### src/rtl/pdp8_timing_seq_if.sv
// Front-panel keys, device handshake and timing outputs of the PDP-8/I major-cycle sequencer.
// The master side drives the keys and pause; the sequencer is the slave.
interface pdp8_timing_seq_if;
    logic       key_start;
    logic       key_stop;
    logic       single_step;
    logic       pause;
    logic       run;
    logic [3:0] ts;
    logic [3:0] tp;
    logic       cycle_done;

    modport master (
        output key_start, key_stop, single_step, pause,
        input  run, ts, tp, cycle_done
    );

    modport slave (
        input  key_start, key_stop, single_step, pause,
        output run, ts, tp, cycle_done
    );
endinterface

### src/rtl/pdp8_timing_seq.sv
// PDP-8/I major-cycle timing sequencer: steps TS1..TS4 with a TPn pulse closing each
// time state, and owns the RUN flip-flop, stop/single-step and the TS3 device pause.
//
// state | meaning
// IDLE  | halted, run=0, no time state
// S1    | TS1 body
// P1    | TS1 with TP1 asserted
// S2    | TS2 body
// P2    | TS2 with TP2 asserted
// S3    | TS3 body; held at its end while pause is high
// P3    | TS3 with TP3 asserted
// S4    | TS4 body
// P4    | TS4 with TP4 asserted; decides halt or next cycle
module pdp8_timing_seq #(
    parameter int CW        = 16,
    parameter int TS1_COUNT = 25,
    parameter int TS2_COUNT = 25,
    parameter int TS3_COUNT = 25,
    parameter int TS4_COUNT = 35,
    parameter int TP_WIDTH  = 10
) (
    input  logic              clk,
    input  logic              rst,
    pdp8_timing_seq_if.slave  bus
);

    typedef enum logic [3:0] {
        IDLE = 4'd0,
        S1   = 4'd1,
        P1   = 4'd2,
        S2   = 4'd3,
        P2   = 4'd4,
        S3   = 4'd5,
        P3   = 4'd6,
        S4   = 4'd7,
        P4   = 4'd8
    } state_t;

    localparam logic [CW-1:0] ONE   = CW'(1);
    localparam logic [CW-1:0] TS1_C = CW'(TS1_COUNT);
    localparam logic [CW-1:0] TS2_C = CW'(TS2_COUNT);
    localparam logic [CW-1:0] TS3_C = CW'(TS3_COUNT);
    localparam logic [CW-1:0] TS4_C = CW'(TS4_COUNT);
    localparam logic [CW-1:0] TPW_C = CW'(TP_WIDTH);

    state_t        state, state_nx;
    logic [CW-1:0] cnt, cnt_nx;
    logic          stop_pend, stop_pend_nx;

    logic          run_d;
    logic [3:0]    ts_d;
    logic [3:0]    tp_d;
    logic          cycle_done_d;

    always_ff @(posedge clk or posedge rst) begin
        if (rst) begin
            state     <= IDLE;
            cnt       <= ONE;
            stop_pend <= 1'b0;
        end else begin
            state     <= state_nx;
            cnt       <= cnt_nx;
            stop_pend <= stop_pend_nx;
        end
    end

    // cnt counts 1..N within each state, so an N-count state lasts exactly N clocks.
    always_comb begin
        state_nx = state;
        cnt_nx   = cnt + ONE;
        unique case (state)
            IDLE: begin
                cnt_nx = ONE;
                if (bus.key_start) state_nx = S1;
            end
            S1: if (cnt == TS1_C) begin state_nx = P1; cnt_nx = ONE; end
            P1: if (cnt == TPW_C) begin state_nx = S2; cnt_nx = ONE; end
            S2: if (cnt == TS2_C) begin state_nx = P2; cnt_nx = ONE; end
            P2: if (cnt == TPW_C) begin state_nx = S3; cnt_nx = ONE; end
            S3: begin
                if (cnt == TS3_C) begin
                    if (bus.pause) begin
                        cnt_nx = cnt;
                    end else begin
                        state_nx = P3;
                        cnt_nx   = ONE;
                    end
                end
            end
            P3: if (cnt == TPW_C) begin state_nx = S4; cnt_nx = ONE; end
            S4: if (cnt == TS4_C) begin state_nx = P4; cnt_nx = ONE; end
            P4: begin
                if (cnt == TPW_C) begin
                    cnt_nx   = ONE;
                    state_nx = (stop_pend || bus.single_step) ? IDLE : S1;
                end
            end
            default: begin
                state_nx = IDLE;
                cnt_nx   = ONE;
            end
        endcase
    end

    // A stop in IDLE only sticks if a start moves us out of IDLE on the same edge.
    always_comb begin
        stop_pend_nx = stop_pend;
        if (state_nx == IDLE)  stop_pend_nx = 1'b0;
        else if (bus.key_stop) stop_pend_nx = 1'b1;
    end

    always_comb begin
        run_d        = (state != IDLE);
        ts_d         = 4'b0000;
        tp_d         = 4'b0000;
        cycle_done_d = 1'b0;
        unique case (state)
            IDLE: ;
            S1:   ts_d = 4'b0001;
            P1:   begin ts_d = 4'b0001; tp_d = 4'b0001; end
            S2:   ts_d = 4'b0010;
            P2:   begin ts_d = 4'b0010; tp_d = 4'b0010; end
            S3:   ts_d = 4'b0100;
            P3:   begin ts_d = 4'b0100; tp_d = 4'b0100; end
            S4:   ts_d = 4'b1000;
            P4:   begin
                ts_d         = 4'b1000;
                tp_d         = 4'b1000;
                cycle_done_d = (cnt == TPW_C);
            end
            default: run_d = 1'b0;
        endcase
    end

    assign bus.run        = run_d;
    assign bus.ts         = ts_d;
    assign bus.tp         = tp_d;
    assign bus.cycle_done = cycle_done_d;

endmodule

### src/flat_wrapper.sv
// flat-port wrapper written by rule: the top's interface ports become plain ports
module pdp8_timing_seq_flat 
#(
    parameter int CW        = 16,
    parameter int TS1_COUNT = 25,
    parameter int TS2_COUNT = 25,
    parameter int TS3_COUNT = 25,
    parameter int TS4_COUNT = 35,
    parameter int TP_WIDTH  = 10
)
  (clk, rst, bus_key_start, bus_key_stop, bus_single_step, bus_pause, bus_run, bus_ts, bus_tp, bus_cycle_done);
  pdp8_timing_seq_if bus_i ();
  input  logic clk;
  input  logic rst;
  input wire logic [$bits(bus_i.key_start)-1:0] bus_key_start;
  input wire logic [$bits(bus_i.key_stop)-1:0] bus_key_stop;
  input wire logic [$bits(bus_i.single_step)-1:0] bus_single_step;
  input wire logic [$bits(bus_i.pause)-1:0] bus_pause;
  output wire logic [$bits(bus_i.run)-1:0] bus_run;
  output wire logic [$bits(bus_i.ts)-1:0] bus_ts;
  output wire logic [$bits(bus_i.tp)-1:0] bus_tp;
  output wire logic [$bits(bus_i.cycle_done)-1:0] bus_cycle_done;
  assign bus_i.key_start = bus_key_start;
  assign bus_i.key_stop = bus_key_stop;
  assign bus_i.single_step = bus_single_step;
  assign bus_i.pause = bus_pause;
  assign bus_run = bus_i.run;
  assign bus_ts = bus_i.ts;
  assign bus_tp = bus_i.tp;
  assign bus_cycle_done = bus_i.cycle_done;
  pdp8_timing_seq #(.CW(CW), .TS1_COUNT(TS1_COUNT), .TS2_COUNT(TS2_COUNT), .TS3_COUNT(TS3_COUNT), .TS4_COUNT(TS4_COUNT), .TP_WIDTH(TP_WIDTH)) u_core (.clk(clk), .rst(rst), .bus(bus_i));
endmodule
### config.mk
export PLATFORM = sky130hd
export DESIGN_NAME = pdp8_timing_seq_flat
export DESIGN_NICKNAME = d
export VERILOG_FILES = /design/src/rtl/pdp8_timing_seq_if.sv /design/src/rtl/pdp8_timing_seq.sv /design/src/flat_wrapper.sv
export SDC_FILE = /design/constraint.sdc
export NUM_CORES = 1
export LEC_CHECK = 0
export CAP_MARGIN = 20
export CORE_MARGIN = 2
export CORE_UTILIZATION = 45
export CTS_BUF_LIST = sky130_fd_sc_hd__clkbuf_4 sky130_fd_sc_hd__clkbuf_8 sky130_fd_sc_hd__clkbuf_16
export CTS_CLUSTER_SIZE = 20
export DETAILED_ROUTE_END_ITERATION = 8
export DONT_BUFFER_PORTS = 1
export GPL_TIMING_DRIVEN = 0
export PLACE_DENSITY_LB_ADDON = 0.05
export SYNTH_ARGS = -nofsm -noshare
export SYNTH_HDL_FRONTEND = slang
export SYNTH_SLANG_ARGS = --single-unit
export TNS_END_PERCENT = 10
### constraint.sdc
create_clock -name clk -period 4.7 [get_ports clk]
set_input_delay 0.94 -clock clk [delete_from_list [all_inputs] [get_ports clk]]
set_output_delay 0.94 -clock clk [all_outputs]
set_load 0.02 [all_outputs]
==> results.py, run 1 <==
metrics = {
    "status": {
        "status": "finished, final reports clean",
    },
    "sta": {
        "fin_crit_sh_pct": 65.42,
        "tightestPinTransition_ns": 0.9788,
        "report.final.hold_viol_count": 0,
        "relSlewSlack_pct": 33.83,
        "fmax_mhz": 325.2,
        "fin_tns_setup_ns": 0,
        "slew_violations": 0,
        "period_needed_ns": 3.075,
        "whs_ns": 0.5662,
        "rsz0062_at_grt": "false",
        "setup_viol": 0,
        "skew_ns": 0.002294,
    },
    "cts": {
        "clock-root-buffer": "clkbuf_4",
        "cts_tree": "built",
        "post_cts_buffers": 0,
        "cts.htree.levels": 1,
        "clock-sinks": 21,
        "clock_path_buffers": 2,
        "clk_pin_slew_worst_paths_ns": 0.12,
        "ctsResizeCount": 0,
        "cts_made_buffers": 3,
        "clock_latency_ns": 0.30,
        "hold_buffers": 0,
    },
    "grt": {
        "grt_pass1_wl_um": 5271,
        "grt_max_degree": 22,
        "grt_overflow": 0,
        "antenna_found_initial": 0,
        "first_global_vias": 1135,
        "grtUsageTotal_pct": 19.27,
    },
    "layout": {
        "fillers": 315,
        "layout-drive-gt1-share_pct": 10.18,
        "nNetsFinal": 177,
        "antenna_cells": 0,
        "final_common_cell": "nor2_1",
        "multi_input_area_um2": 825.8,
        "regArea_um2": 526.8,
        "fin_util_pct": 49.13,
        "layout_common_cells": "nor2_1, dfrtp_1, nand2_1",
        "area_growth_pct": 4.893,
    },
    "synth": {
        "synth_warnings": 0,
        "synth_seq_cells": 21,
        "netlist_area_um2": 1406,
        "synth_seq_area_share_pct": 37.46,
        "synth_nets": 172,
        "synth_top_area_share_pct": 35.59,
        "synth_area_per_cell_um2": 8.628,
        "synth_edf_count": 0,
        "netlist_top_cells_area": "dfrtp_1, nor2_1, xnor2_1, xor2_1, nand2_1",
        "async_flop_share_pct": 100.0,
        "synth_ff_type": "dfrtp_1",
        "postSynthCellCount": 163,
        "synth_top_cell_by_area": "dfrtp_1",
        "ys_types": 47,
    },
    "floorplan": {
        "dieHeight_um": 59.91,
        "core_um2": 3003,
        "rows": 20,
        "ios": 16,
        "die-area_um2": 3589,
        "die-width_um": 59.91,
        "start_util_pct": 46.83,
    },
    "pwr": {
        "power_density_nw_per_um2": 184.3,
        "p_total_mw": 0.2719,
        "leakagePower_nw": 0.5921,
        "max-vdd-ir-drop_mv": 0.1044,
    },
    "detailed_routing": {
        "route.antenna.remaining_nets": 0,
        "drtIter0Drc": 109,
        "first_pass_iters": 4,
        "vias": 1206,
        "finalWirelength_um": 3024,
        "avgRoutedWirePerCell_um": 15.12,
        "drc": 0,
        "viasPerCell": 6.030,
    },
    "worst_setup_path": {
        "start_kind": "flip-flop",
        "crit_path_max_fanout": 10,
        "arrival_ns": 2.13,
        "reg2reg_to": "u_core.stop_pend",
        "end_kind": "output pin",
        "cpMostUsedCell": "clkbuf_1",
        "slowest_delay_ns": 0.83,
        "rr_worst_depth": 6,
        "reg2reg_slack_ns": 2.08,
        "regToRegStartpoint": "u_core.cnt[0]",
        "worstPathCellList": "clkbuf_1, clkbuf_1, nor4b_1",
        "endpoint": "bus_tp[1]",
        "path_class": "reg -> out",
        "cp_slowest_cell": "nor4b_1",
        "worstPathRequired_ns": 3.76,
        "critPathLaunch": "u_core.state[2]",
    },
    "min_path": {
        "min_path_type": "reg -> reg",
        "whs_path_depth": 2,
    },
    "place": {
        "hpwl_um": 2297,
        "numPortBuffers": 0,
        "place.gp.congestion": 0.8103,
    },
    "flow_run": {
        "max-cap-violations": 0,
    },
}
## per-layer routing
metal	wire length, µm	vias up	track usage (%)
li1	-	592	-
met1	1422	570	25.55
met2	1421	36	32.14
met3	119	8	1.948
met4	61	0	7.619
met5	0	-	0
## cell families (layout without fill, tap and decap cells)
| group | count (synthesis) | count (layout) | synth area share [%] |
|---|---|---|---|
| XOR/XNOR | 15 | 15 | 9.342 |
| buffers and inverters | 14 | 18 | 3.826 |
| flip-flops | 21 | 21 | 37.46 |
| adder cells (fa/ha/maj) | 3 | 3 | 2.669 |
| AO/OA/AOI/OAI | 25 | 25 | 11.66 |
| multiplexers | 1 | 1 | 0.7118 |
| AND/OR/NAND/NOR | 84 | 84 | 34.34 |
## worst max-delay path: cells and delay by family, from the launching register on
| family | cells | cell delay (ns) |
|---|---|---|
| buffers and inverters | 2 | 0.65 |
| and+or+nand+nor | 1 | 0.83 |
| DFF | 1 | 0.36 |
## synth_stat cells (all sizes together) (2+ instances only)
master,count
a21oi,6
clkbuf,7
dfrtp,20
ha,3
inv,6
nand2,15
nand3,7
nand4,4
nand4b,2
nor2,24
nor2b,3
nor3,8
nor4,3
nor4b,2
nor4bb,2
o21ai,6
o22ai,2
or3,3
or3b,2
or4,5
xnor2,8
xor2,7
## report_power, final
part / switching, mW / leakage [nW] / internal [mW]
registers: 0.0000000000000000132 / 0.259 / 0.181
clock network: 0.0556 / 0.0177 / 0.0318
logic: 0.00359 / 0.315 / 0.000353
## flip-flops by register name, indices dropped and copies added (netlist names)
register and count:
u_core.stop_pend 1, u_core.state 4, u_core.cnt 16
## metrics by stage
stage / area, µm² / instances / setup slack [ns]
final: 1475 / 200 / 1.625
after global routing: 1475 / 200 / 1.525
after CTS: 1475 / 200 / 1.639
after detailed placement: 1448 / 196 / 2.007
after global placement: 1448 / 196 / 1.992
after floorplan: 1406 / 163 / 2.168
## cell type report
cell class,count,share of cell area (%)
multi-input cells,128,55.98
inverters,6,1.527
well taps,33,2.799
plain buffers,8,2.120
clock buffers,3,1.527
flip-flops and latches,21,35.71
clock inverters,1,0.3393
## how the worst min path moves through the flow
stage	from	endpoint	slack, ns
after global placement	u_core.cnt[0]	u_core.cnt[0]	0.54
after CTS	u_core.cnt[0]	u_core.cnt[0]	0.57
after global routing	u_core.cnt[0]	u_core.cnt[0]	0.63
final	u_core.cnt[0]	u_core.cnt[0]	0.57
after floorplan	u_core.cnt[0]	u_core.cnt[0]	0.51
after detailed placement	u_core.cnt[0]	u_core.cnt[0]	0.55
No activity file was read; power rests on OpenSTA's default activity.
==> inputs of run 2 (changes only) <==
==> constraint.sdc (replaced) <==
create_clock -name clk -period 3.02 [get_ports clk]
set_input_delay 0.604 -clock clk [delete_from_list [all_inputs] [get_ports clk]]
set_output_delay 0.604 -clock clk [all_outputs]
set_load 0.02 [all_outputs]
==> results of run 2 <==
Same layout as run 1 (identical final DEF). Status: finished, final reports clean.
Among the figures that moved: setup slack after placement 2.007 ns -> 0.4264 ns; setup slack after layout 1.625 ns -> 0.2812 ns; hold slack 0.5662 ns -> 0.3179 ns; register-to-register setup slack 2.08 ns -> 0.40 ns; total power 0.2719 mW -> 0.4232 mW; worst IR drop on VDD 0.1044 mV -> 0.1624 mV
